--- src/rtl/modulo_controle_transferencia_rolhas.sv ---
// Owner of both cork reservoir counts: admits operator loads into the secondary
// reservoir and moves TRANSFER_QTY corks to the main reservoir when it runs low.
module modulo_controle_transferencia_rolhas #(
  parameter int SEC_MAX      = 99,
  parameter int MIN_MAIN     = 5,
  parameter int TRANSFER_QTY = 15,
  parameter int MAIN_INIT    = 0
) (
  input  logic       clk,
  input  logic       clr,
  input  logic       enable,
  input  logic       op_load,
  input  logic [6:0] op_qty,
  input  logic       seal_pulse,
  output logic [4:0] main_q,
  output logic [6:0] sec_q,
  output logic [1:0] state,
  output logic       busy,
  output logic       op_ack,
  output logic       op_reject,
  output logic       ro,
  output logic       al_rolhas
);

  localparam logic [1:0] IDLE     = 2'b00;
  localparam logic [1:0] LOAD     = 2'b01;
  localparam logic [1:0] TRANSFER = 2'b10;

  localparam logic [7:0] SEC_MAX_W   = SEC_MAX[7:0];
  localparam logic [4:0] MIN_MAIN_W  = MIN_MAIN[4:0];
  localparam logic [6:0] XFER_W      = TRANSFER_QTY[6:0];
  localparam logic [4:0] MAIN_INIT_W = MAIN_INIT[4:0];

  logic [6:0] rem;
  logic [6:0] rem_n;
  logic [6:0] sec_n;
  logic [4:0] main_n;
  logic [1:0] state_n;
  logic [7:0] sum;
  logic       main_inc;
  logic       ack_n;
  logic       rej_n;

  // 8-bit sum so a request near SEC_MAX cannot wrap past the admission check
  assign sum = {1'b0, sec_q} + {1'b0, op_qty};

  always_comb begin
    state_n  = state;
    sec_n    = sec_q;
    rem_n    = rem;
    main_inc = 1'b0;
    ack_n    = 1'b0;
    rej_n    = 1'b0;
    case (state)
      IDLE: begin
        if (op_load) begin
          if (sum <= SEC_MAX_W) begin
            state_n = LOAD;
            rem_n   = op_qty;
            ack_n   = 1'b1;
          end else begin
            rej_n = 1'b1;
          end
        end else if (main_q < MIN_MAIN_W && sec_q >= XFER_W) begin
          state_n = TRANSFER;
          rem_n   = XFER_W;
        end
      end
      LOAD: begin
        rej_n = op_load;
        if (rem == 7'd0) begin
          state_n = IDLE;
        end else begin
          sec_n = sec_q + 7'd1;
          rem_n = rem - 7'd1;
        end
      end
      TRANSFER: begin
        rej_n = op_load;
        if (rem == 7'd0) begin
          state_n = IDLE;
        end else begin
          sec_n    = sec_q - 7'd1;
          rem_n    = rem - 7'd1;
          main_inc = 1'b1;
        end
      end
      default: state_n = IDLE;
    endcase
  end

  // A consumption on the same edge as a transfer increment cancels out
  always_comb begin
    main_n = main_q;
    if (main_inc && !seal_pulse)
      main_n = main_q + 5'd1;
    else if (!main_inc && seal_pulse && main_q != 5'd0)
      main_n = main_q - 5'd1;
  end

  always_ff @(posedge clk or negedge clr) begin
    if (!clr) begin
      state     <= IDLE;
      main_q    <= MAIN_INIT_W;
      sec_q     <= 7'd0;
      rem       <= 7'd0;
      op_ack    <= 1'b0;
      op_reject <= 1'b0;
    end else begin
      op_ack    <= 1'b0;
      op_reject <= 1'b0;
      if (enable) begin
        state     <= state_n;
        main_q    <= main_n;
        sec_q     <= sec_n;
        rem       <= rem_n;
        op_ack    <= ack_n;
        op_reject <= rej_n;
      end
    end
  end

  assign busy      = (state != IDLE);
  assign ro        = (main_q == 5'd0);
  assign al_rolhas = (main_q < MIN_MAIN_W) && (sec_q < XFER_W) && (state == IDLE);

endmodule
--- config.mk ---
export PLATFORM = sky130hd
export DESIGN_NAME = modulo_controle_transferencia_rolhas
export DESIGN_NICKNAME = d
export VERILOG_FILES = /design/src/rtl/modulo_controle_transferencia_rolhas.sv
export SDC_FILE = /design/constraint.sdc
export NUM_CORES = 1
export LEC_CHECK = 0
export CORE_MARGIN = 5
export CORE_UTILIZATION = 35
export CTS_BUF_LIST = sky130_fd_sc_hd__clkbuf_8
export CTS_CLUSTER_DIAMETER = 100
export CTS_CLUSTER_SIZE = 28
export DETAILED_ROUTE_END_ITERATION = 8
export RECOVER_POWER = 50
export SETUP_SLACK_MARGIN = 0.02
export SYNTH_ARGS = -nofsm -noshare
export SYNTH_HDL_FRONTEND = slang
export SYNTH_SLANG_ARGS = --single-unit
--- constraint.sdc ---
create_clock -name clk -period 3.1 [get_ports clk]
set_input_delay 0.62 -clock clk [delete_from_list [all_inputs] [get_ports clk]]
set_output_delay 0.62 -clock clk [all_outputs]
set_load 0.02 [all_outputs]
---- Word level (Yosys, flattened, before mapping) ----
Index checks and enable logic that the tools add are counted.
storage, ports and cells
  input bits .............................. 12
  register bits after elaboration ......... 23
  output and inout port bits .............. 19
operators by class
  order comparisons ....................... 4
  muxes and demuxes ....................... 25
  reduce and logical (&&, ||, !) cells .... 21
  $add $sub $neg .......................... 6
  equal/unequal tests ..................... 8
operators with widths
  cell                                                         count
  two-way mux 7 bit                                            6
  one-hot mux 7 bit (2 select lines)                           2
  subtractor 7 x 1 -> 7 bit (second input constant)            2
  two-way mux 5 bit                                            2
  two-way mux 1 bit                                            9
  adder 7 x 7 -> 8 bit                                         1
  <= comparator 8 x 7 -> 1 bit (second input constant)         1
  two-way mux 2 bit                                            4
  AND reduction 4 bit                                          2
  nonzero test 2 bit                                           4
  adder 7 x 1 -> 7 bit (second input constant)                 1
  >= comparator 7 x 4 -> 1 bit (second input constant)         1
  logical NOT 7 bit                                            1
  less-than comparator 7 x 4 -> 1 bit (second input constant)  1
  logical AND 1 bit                                            6
  != test 2 bit (second input constant)                        3
  != test 3 bit (second input constant)                        2
  adder 5 x 1 -> 5 bit (second input constant)                 1
  logical NOT 5 bit                                            1
  less-than comparator 5 x 3 -> 1 bit (second input constant)  1
  AND reduction 5 bit                                          1
  nonzero test 5 bit                                           1
  subtractor 5 x 1 -> 5 bit (second input constant)            1
  one-hot mux 2 bit (2 select lines)                           1
  other kinds (8)                                              9

---- Longest topological paths before layout ----
Gate-level depths: netlist of run 1.
  word-level depth ........................ 8
  mapped depth ............................ 11
  gate-level depth less buffers ........... 11

---- Worst setup path before layout of run 1 ----
No wires, ideal clock.
  path type ............................... flip-flop to output port
  from .................................... register sec_q[3]
  to ...................................... output port al_rolhas
  arrival time ............................ 2.104 ns
  path buffers ............................ 0
  path slack .............................. 0.376 ns
  stages on the path, launching flop included .. 5
  cell sequence ........................... dfrtp_1 and4_1 nor4_1 nand2_1 a2111oi_0
on the way
  longest elaborated chain between the ends .. 3
RTL lines
  element                              RTL line  source
  start, declared                      16        output logic [6:0] sec_q,
  start signal, assigned               115       sec_q <= sec_n;
  less-than comparator 7 x 4 -> 1 bit  125       assign al_rolhas = (main_q < MIN_MAIN_W) && (sec_q < XFER_W) && (state == IDLE);
  logical AND 1 bit (2 in series)      125
  end, declared                        22        output logic al_rolhas
Every way passes these cells.

---- Final worst setup path of run 1 ----
  from .................................... input port op_qty[0]
  to ...................................... register rem[3]
on the way
  longest elaborated chain between the ends .. 4
RTL lines
  element                               RTL line  source
  start, declared                       13        input logic [6:0] op_qty,
  adder 7 x 7 -> 8 bit                  45        assign sum = {1'b0, sec_q} + {1'b0, op_qty};
  <= comparator 8 x 7 -> 1 bit          57        if (sum <= SEC_MAX_W) begin
  != test 3 bit (no source line)        --
  AND reduction 5 bit (no source line)  --
  end signal, assigned                  116       rem <= rem_n;
  end, declared                         34        logic [6:0] rem;
Every way passes these cells.
A chain may end at the register's enable or synchronous reset.

==> impl_metrics.ini, run 1 <==
[outcome]
status = finished, final reports clean

[synth]
syn-cell-area_mm2 = 0.00203
avgSynthCellArea_um2 = 9.46
synthFlopType = dfrtp_1
yosys.area.top_type = dfrtp_1
syn_nets = 251
ys_top_cells_by_area = dfrtp_1 (28%), ha_1 (13%), mux2_4 (4.4%)
synth_edf_count = 0
synthCells = 215
yosysMostFrequentCell = dfrtp_1
netlist.area_leader.share_pct = 28.3
ys_seq_elements = 23
async_flop_share_pct = 100
seq_area_frac_synth_pct = 28.3
yosys-top-cells-count = dfrtp_1 (23), ha_1 (21), inv_1 (20), a21oi_1 (17), o21ai_0 (13)
ys_warn_count = 0
synth_cell_types = 52

[min_path]
hp-class = register to register
hold_path_end = main_q[4]$_DFFE_PN0P_
hold_depth = 1
hold_start = main_q[4]$_DFFE_PN0P_

[worst_setup_path]
crit_type = input port to register
cp-start-kind = input port
cp_data_arrival_time_ns = 3.11
rrSetupSlack_ns = 0.41
worstPathMaxFanout = 7
required_ns = 3.26
reg2reg_to = main_q[4]$_DFFE_PN0P_
r2r_cells = 10
endpoint_kind = register
reg2reg_from = state[0]$_DFFE_PN0P_

[pwr]
share_comb_of_total_power_pct = 73.1
peakVddDrop_mv = 0.615
p_per_area_mw_per_mm2 = 1150
clock_power_share_pct = 6.4
p_int_w = 0.00164
switching_share_pct = 45.7
p_leak_nw = 1.21
power.share.sequential_pct = 20.5
switching_power_w = 0.00138

[place]
port_buffers = 30
dp_hpwl_mm = 3.93
place_worst_setup_slack_ns = -0.193
place_congestion = 0.813
dp_cells = 334

[die]
coreArea_mm2 = 0.00557
row_count = 27
dieArea_mm2 = 0.00744
dieHeight_um = 86.2
die_w_um = 86.2
ios = 31
start_util_pct = 36.5

[timing]
max_slew_margin_pct = 11.7
tns_ns = 0
hold_slack_ns = 0.533
period_needed_ns = 2.95
max_freq_mhz = 339
clock_skew_ns = 0.00394
rsz0062_at_grt = false
setup_violations = 0
fin_crit_sh_pct = 95.1
slew_viol_final = 0
worst_pin_slew_ns = 1.32
layout_setup_ws_ns = 0.153
hold_violations = 0

[clock_network]
clock_latency_ns = 0.27
clk_pin_slew_ns = 0.09
tritoncts = built
htreeDepth = 1
cts_root_buf = clkbuf_8
cts.sinks = 23
cts_inserted_buffers = 3
clock_path_buffers = 2

[routing]
drc = 0
drt_iter0_drc = 38
routed_wl_mm = 4.92
first_pass_iters = 4
via_per_inst = 4.99
routedWlPerCell_um = 14.5
ant_nets = 0
vias = 1693

[global_routing]
overflow = 0
antenna_found_initial = 0
grt_max_degree = 24
grt_pass1_wl_mm = 8.27
groute.usage.overall_pct = 13.6
grt_pass1_vias = 1769

[final_layout]
layout-drive-gt1-share_pct = 18.4
fin_nets = 304
area_growth_pct = 29.1
fin_cells = 339
n_antenna_cell = 0
fill_cells = 549

[flow_run]
maxCapViolCount = 0
==> final cells by class <==
type                       instances  area, um2  share of cell area, %
sequential                        23        576                   21.9
inverter                          20       75.1                   2.86
tap                               72       90.1                   3.43
clock buffer                       3       41.3                   1.57
clock inverter                     1       3.75                  0.143
multi-input combinational        167       1360                   51.6
timing repair buffer              53        484                   18.4
==> kinds of logic (layout without fill, tap and decap cells) <==
logic type,count (synthesis),count (layout),synth area share [%]
AO/OA/AOI/OAI,62,62,20.7
AND/OR/NAND/NOR,54,54,15.4
buffers and inverters,25,77,5.60
adder cells (fa/ha/maj),24,24,15.9
flip-flops,23,23,28.3
XOR/XNOR,16,16,6.89
multiplexers,11,11,7.20
==> metal layers <==
layer | part of all wire (%) | track usage [%] | routed length, um
met5 | 0 | 0 | 0
met3 | 3.1 | 2.57 | 150
met4 | 0 | 1.27 | 0
met2 | 48 | 23.8 | 2360
met1 | 49 | 18.1 | 2400
==> worst max path at each step <==
stage                               from                 end  slack, ns
detailed placement             op_qty[0]  rem[5]$_DFFE_PN0P_      -0.19
CTS                            op_qty[0]  rem[5]$_DFFE_PN0P_       0.09
floorplan           sec_q[3]$_DFFE_PN0P_           al_rolhas       0.38
finish                         op_qty[0]  rem[3]$_DFFE_PN0P_       0.15
global placement               op_qty[4]  rem[6]$_DFFE_PN0P_      -0.13
global route                   op_qty[0]  rem[1]$_DFFE_PN0P_       0.04
==> registers in the layout, summed over array words and instances, names as in the netlist <==
signal     flops
rem            7
op_reject      1
sec_q          7
main_q         5
state          2
op_ack         1
==> through the flow <==
step / instance area [um2] / power (W) / utilization [%]
2_1_floorplan: 2030 / 0.00212 / -
3_3_place_gp: 2560 / 0.00280 / 46.0
5_1_grt: 2630 / 0.00332 / 47.1
3_5_place_dp: 2560 / 0.00283 / 46.0
6_report: 2630 / 0.00302 / 47.1
4_1_cts: 2620 / 0.00305 / 46.9
==> critical path, stage by stage <==
cell and delay, ns:
clkdlybuf4s50_1 0.50, ha_2 0.19, inv_1 0.05, fa_2 0.34, inv_1 0.08, a21oi_1 0.08, o211a_1 0.20, o211ai_1 0.21
o2111a_1 0.24, o21a_1 0.16, buf_12 0.14, mux2_4 0.30
==> power by group through the flow <==
| stage | clock network [W] | registers [W] | logic [W] |
|---|---|---|---|
| 3_5_place_dp | 0 | 0.000623 | 0.00221 |
| 4_1_cts | 0.000202 | 0.000621 | 0.00223 |
| 2_1_floorplan | 0 | 0.000709 | 0.00141 |
| 6_report | 0.000193 | 0.000619 | 0.00221 |
| 5_1_grt | 0.000213 | 0.000647 | 0.00246 |
| 3_3_place_gp | 0 | 0.000620 | 0.00218 |
==> cell usage in the layout, fill, tap and decap left out, types with 10 or more instances in the layout <==
master / synthesis / routed
a21oi_1: 17 / 17
buf_4: 0 / 21
clkdlybuf4s50_1: 0 / 19
dfrtp_1: 23 / 23
dlygate4sd3_1: 0 / 10
ha_1: 21 / 20
inv_1: 20 / 21
nand2_1: 12 / 12
o21ai_0: 13 / 13
xnor2_1: 10 / 10
==> repair_timing <==
item,in CTS,in global routing
setup buffers,0,1
setup endpoints to repair,1,7
gates resized for setup,1,3
pin swaps,0,3
hold buffers,0,0
(Power assumes the default switching activity.)
==> run 2, diff against run 1 <==
Clock period 3.1 ns to 3.78 ns, I/O delays scaled along.
==> impl_metrics.ini, run 2 (synthesis gave the netlist of run 1 again) <==
[routing]
drc = 0
met2_length_mm = 2.18
via_per_inst = 5.24
routedWlPerCell_um = 14.6
wirelength_met1_mm = 2.21
routed_wl_mm = 4.63
vias = 1665
drt_iter0_drc = 50
ant_nets = 0
first_pass_iters = 4
wl_met3_um = 223
highest_layer = met4

[clock_network]
htreeDepth = 1
cts_hold_buf = 0
cts_inserted_buffers = 3
cts_root_buf = clkbuf_8
tritoncts = built
clock_latency_ns = 0.27
clk_pin_slew_ns = 0.09
post_cts_resized = 0
post_cts_buffers = 0
cts.sinks = 23
clock_path_buffers = 2

[pwr]
switching_share_pct = 47.2
switching_power_w = 0.00109
power.share.sequential_pct = 22.5
p_int_w = 0.00122
peakVddDrop_mv = 0.439
power_w = 0.00231
clock_power_share_pct = 6.8
p_leak_nw = 1.08
p_per_area_mw_per_mm2 = 946
share_comb_of_total_power_pct = 70.7

[worst_setup_path]
crit_path_start = op_qty[0]
crit_type = input port to register
r2r_cells = 10
cp_data_arrival_time_ns = 3.45
worstPathMaxFanout = 7
cp-start-kind = input port
reg2reg_to = main_q[4]$_DFFE_PN0P_
required_ns = 3.94
rrSetupSlack_ns = 0.90
endpoint_kind = register
reg2reg_from = state[0]$_DFFE_PN0P_

[final_layout]
layout-drive-gt1-share_pct = 10.2
area_growth_pct = 20.0
n_antenna_cell = 0
fin_nets = 283
final_common_cell = dfrtp_1
fin_cells = 318
fill_cells = 547
final_cell_mix = dfrtp_1 (23), inv_1 (21), ha_1 (21), clkdlybuf4s50_1 (21), a21oi_1 (17)
top_regs = rem (7), sec_q (7), main_q (5)

[die]
die_w_um = 86.2
ios = 31
row_count = 27
dieArea_mm2 = 0.00744
coreArea_mm2 = 0.00557
dieHeight_um = 86.2
start_util_pct = 36.5

[timing]
clock_skew_ns = 0.00755
tns_ns = 0
max_freq_mhz = 304
max_slew_margin_pct = 11.9
hold_violations = 0
slew_viol_final = 0
rsz0062_at_grt = false
period_needed_ns = 3.29
fin_crit_sh_pct = 87.1
worst_pin_slew_ns = 1.32
setup_violations = 0

[global_routing]
overflow = 0
antenna_found_initial = 0
grt_pass1_wl_mm = 7.94
groute.usage.overall_pct = 13.1
grt_pass1_vias = 1683
grt_max_degree = 24

[place]
dp_cells = 314
place_congestion = 0.790
dp_hpwl_mm = 3.67
port_buffers = 30

[outcome]
status = finished, final reports clean

[min_path]
hold_start = main_q[4]$_DFFE_PN0P_
hold_path_end = main_q[4]$_DFFE_PN0P_
hp-class = register to register
hold_depth = 1

[flow_run]
maxCapViolCount = 0
run 2: cell count changes in the layout (fill, tap and decap cells not counted), sizes merged:
cell | previous run | this run
buf | 22 | 1
clkdlybuf4s50 | 19 | 21
dlygate4sd3 | 10 | 9
dlymetal6s2s | 1 | 0
run 2: worst max-delay path, cell delays in order:
cell and delay (ns):
clkdlybuf4s50_1 0.49, ha_1 0.19, inv_1 0.06, fa_1 0.41, inv_1 0.09, a21oi_1 0.08
o21ai_0 0.32, nand4b_1 0.18, o2111a_1 0.21, o21a_1 0.19, buf_4 0.17, mux2_4 0.30
run 2: layout make-up:
cell class              instances  area, um2  area share [%]
repair buffers                 32        312            12.8
inverters                      20       75.1            3.07
flip-flops and latches         23        576            23.6
clock inverters                 1       3.75           0.154
well taps                      72       90.1            3.69
multi-input cells             167       1350            55.1
clock buffers                   3       41.3            1.69
run 2: power groups by stage:
stage                     logic, W  registers, W  clock network [W]
after floorplan            0.00115      0.000581                  0
after global placement     0.00163      0.000527                  0
after detailed placement   0.00164      0.000528                  0
after CTS                  0.00165      0.000522           0.000166
after global routing       0.00182      0.000543           0.000171
final                      0.00163      0.000519           0.000158
run 2: per-stage QoR:
stage,setup slack [ns],util (%),hold slack (ns),area (um2)
2_1_floorplan,0.920,-,0.460,2030
3_3_place_gp,0.248,43.1,0.527,2400
3_5_place_dp,0.228,43.1,0.525,2400
4_1_cts,0.498,43.9,0.540,2450
5_1_grt,0.349,43.8,0.569,2440
6_report,0.489,43.8,0.535,2440
run 2: worst max path at each step:
stage / end / slack (ns) / depth (start not counted)
2_1_floorplan: al_rolhas / 0.92 / 4
3_3_place_gp: rem[3]$_DFFE_PN0P_ / 0.25 / 12
3_5_place_dp: rem[1]$_DFFE_PN0P_ / 0.23 / 12
4_1_cts: rem[1]$_DFFE_PN0P_ / 0.50 / 12
5_1_grt: rem[3]$_DFFE_PN0P_ / 0.35 / 12
6_report: rem[2]$_DFFE_PN0P_ / 0.49 / 12
run 2: routing by layer:
layer	track usage (%)	vias to the layer above
met2	21.3	40
met1	18.4	790
li1	-	833
met4	1.27	0
met5	0	-
met3	3.04	2
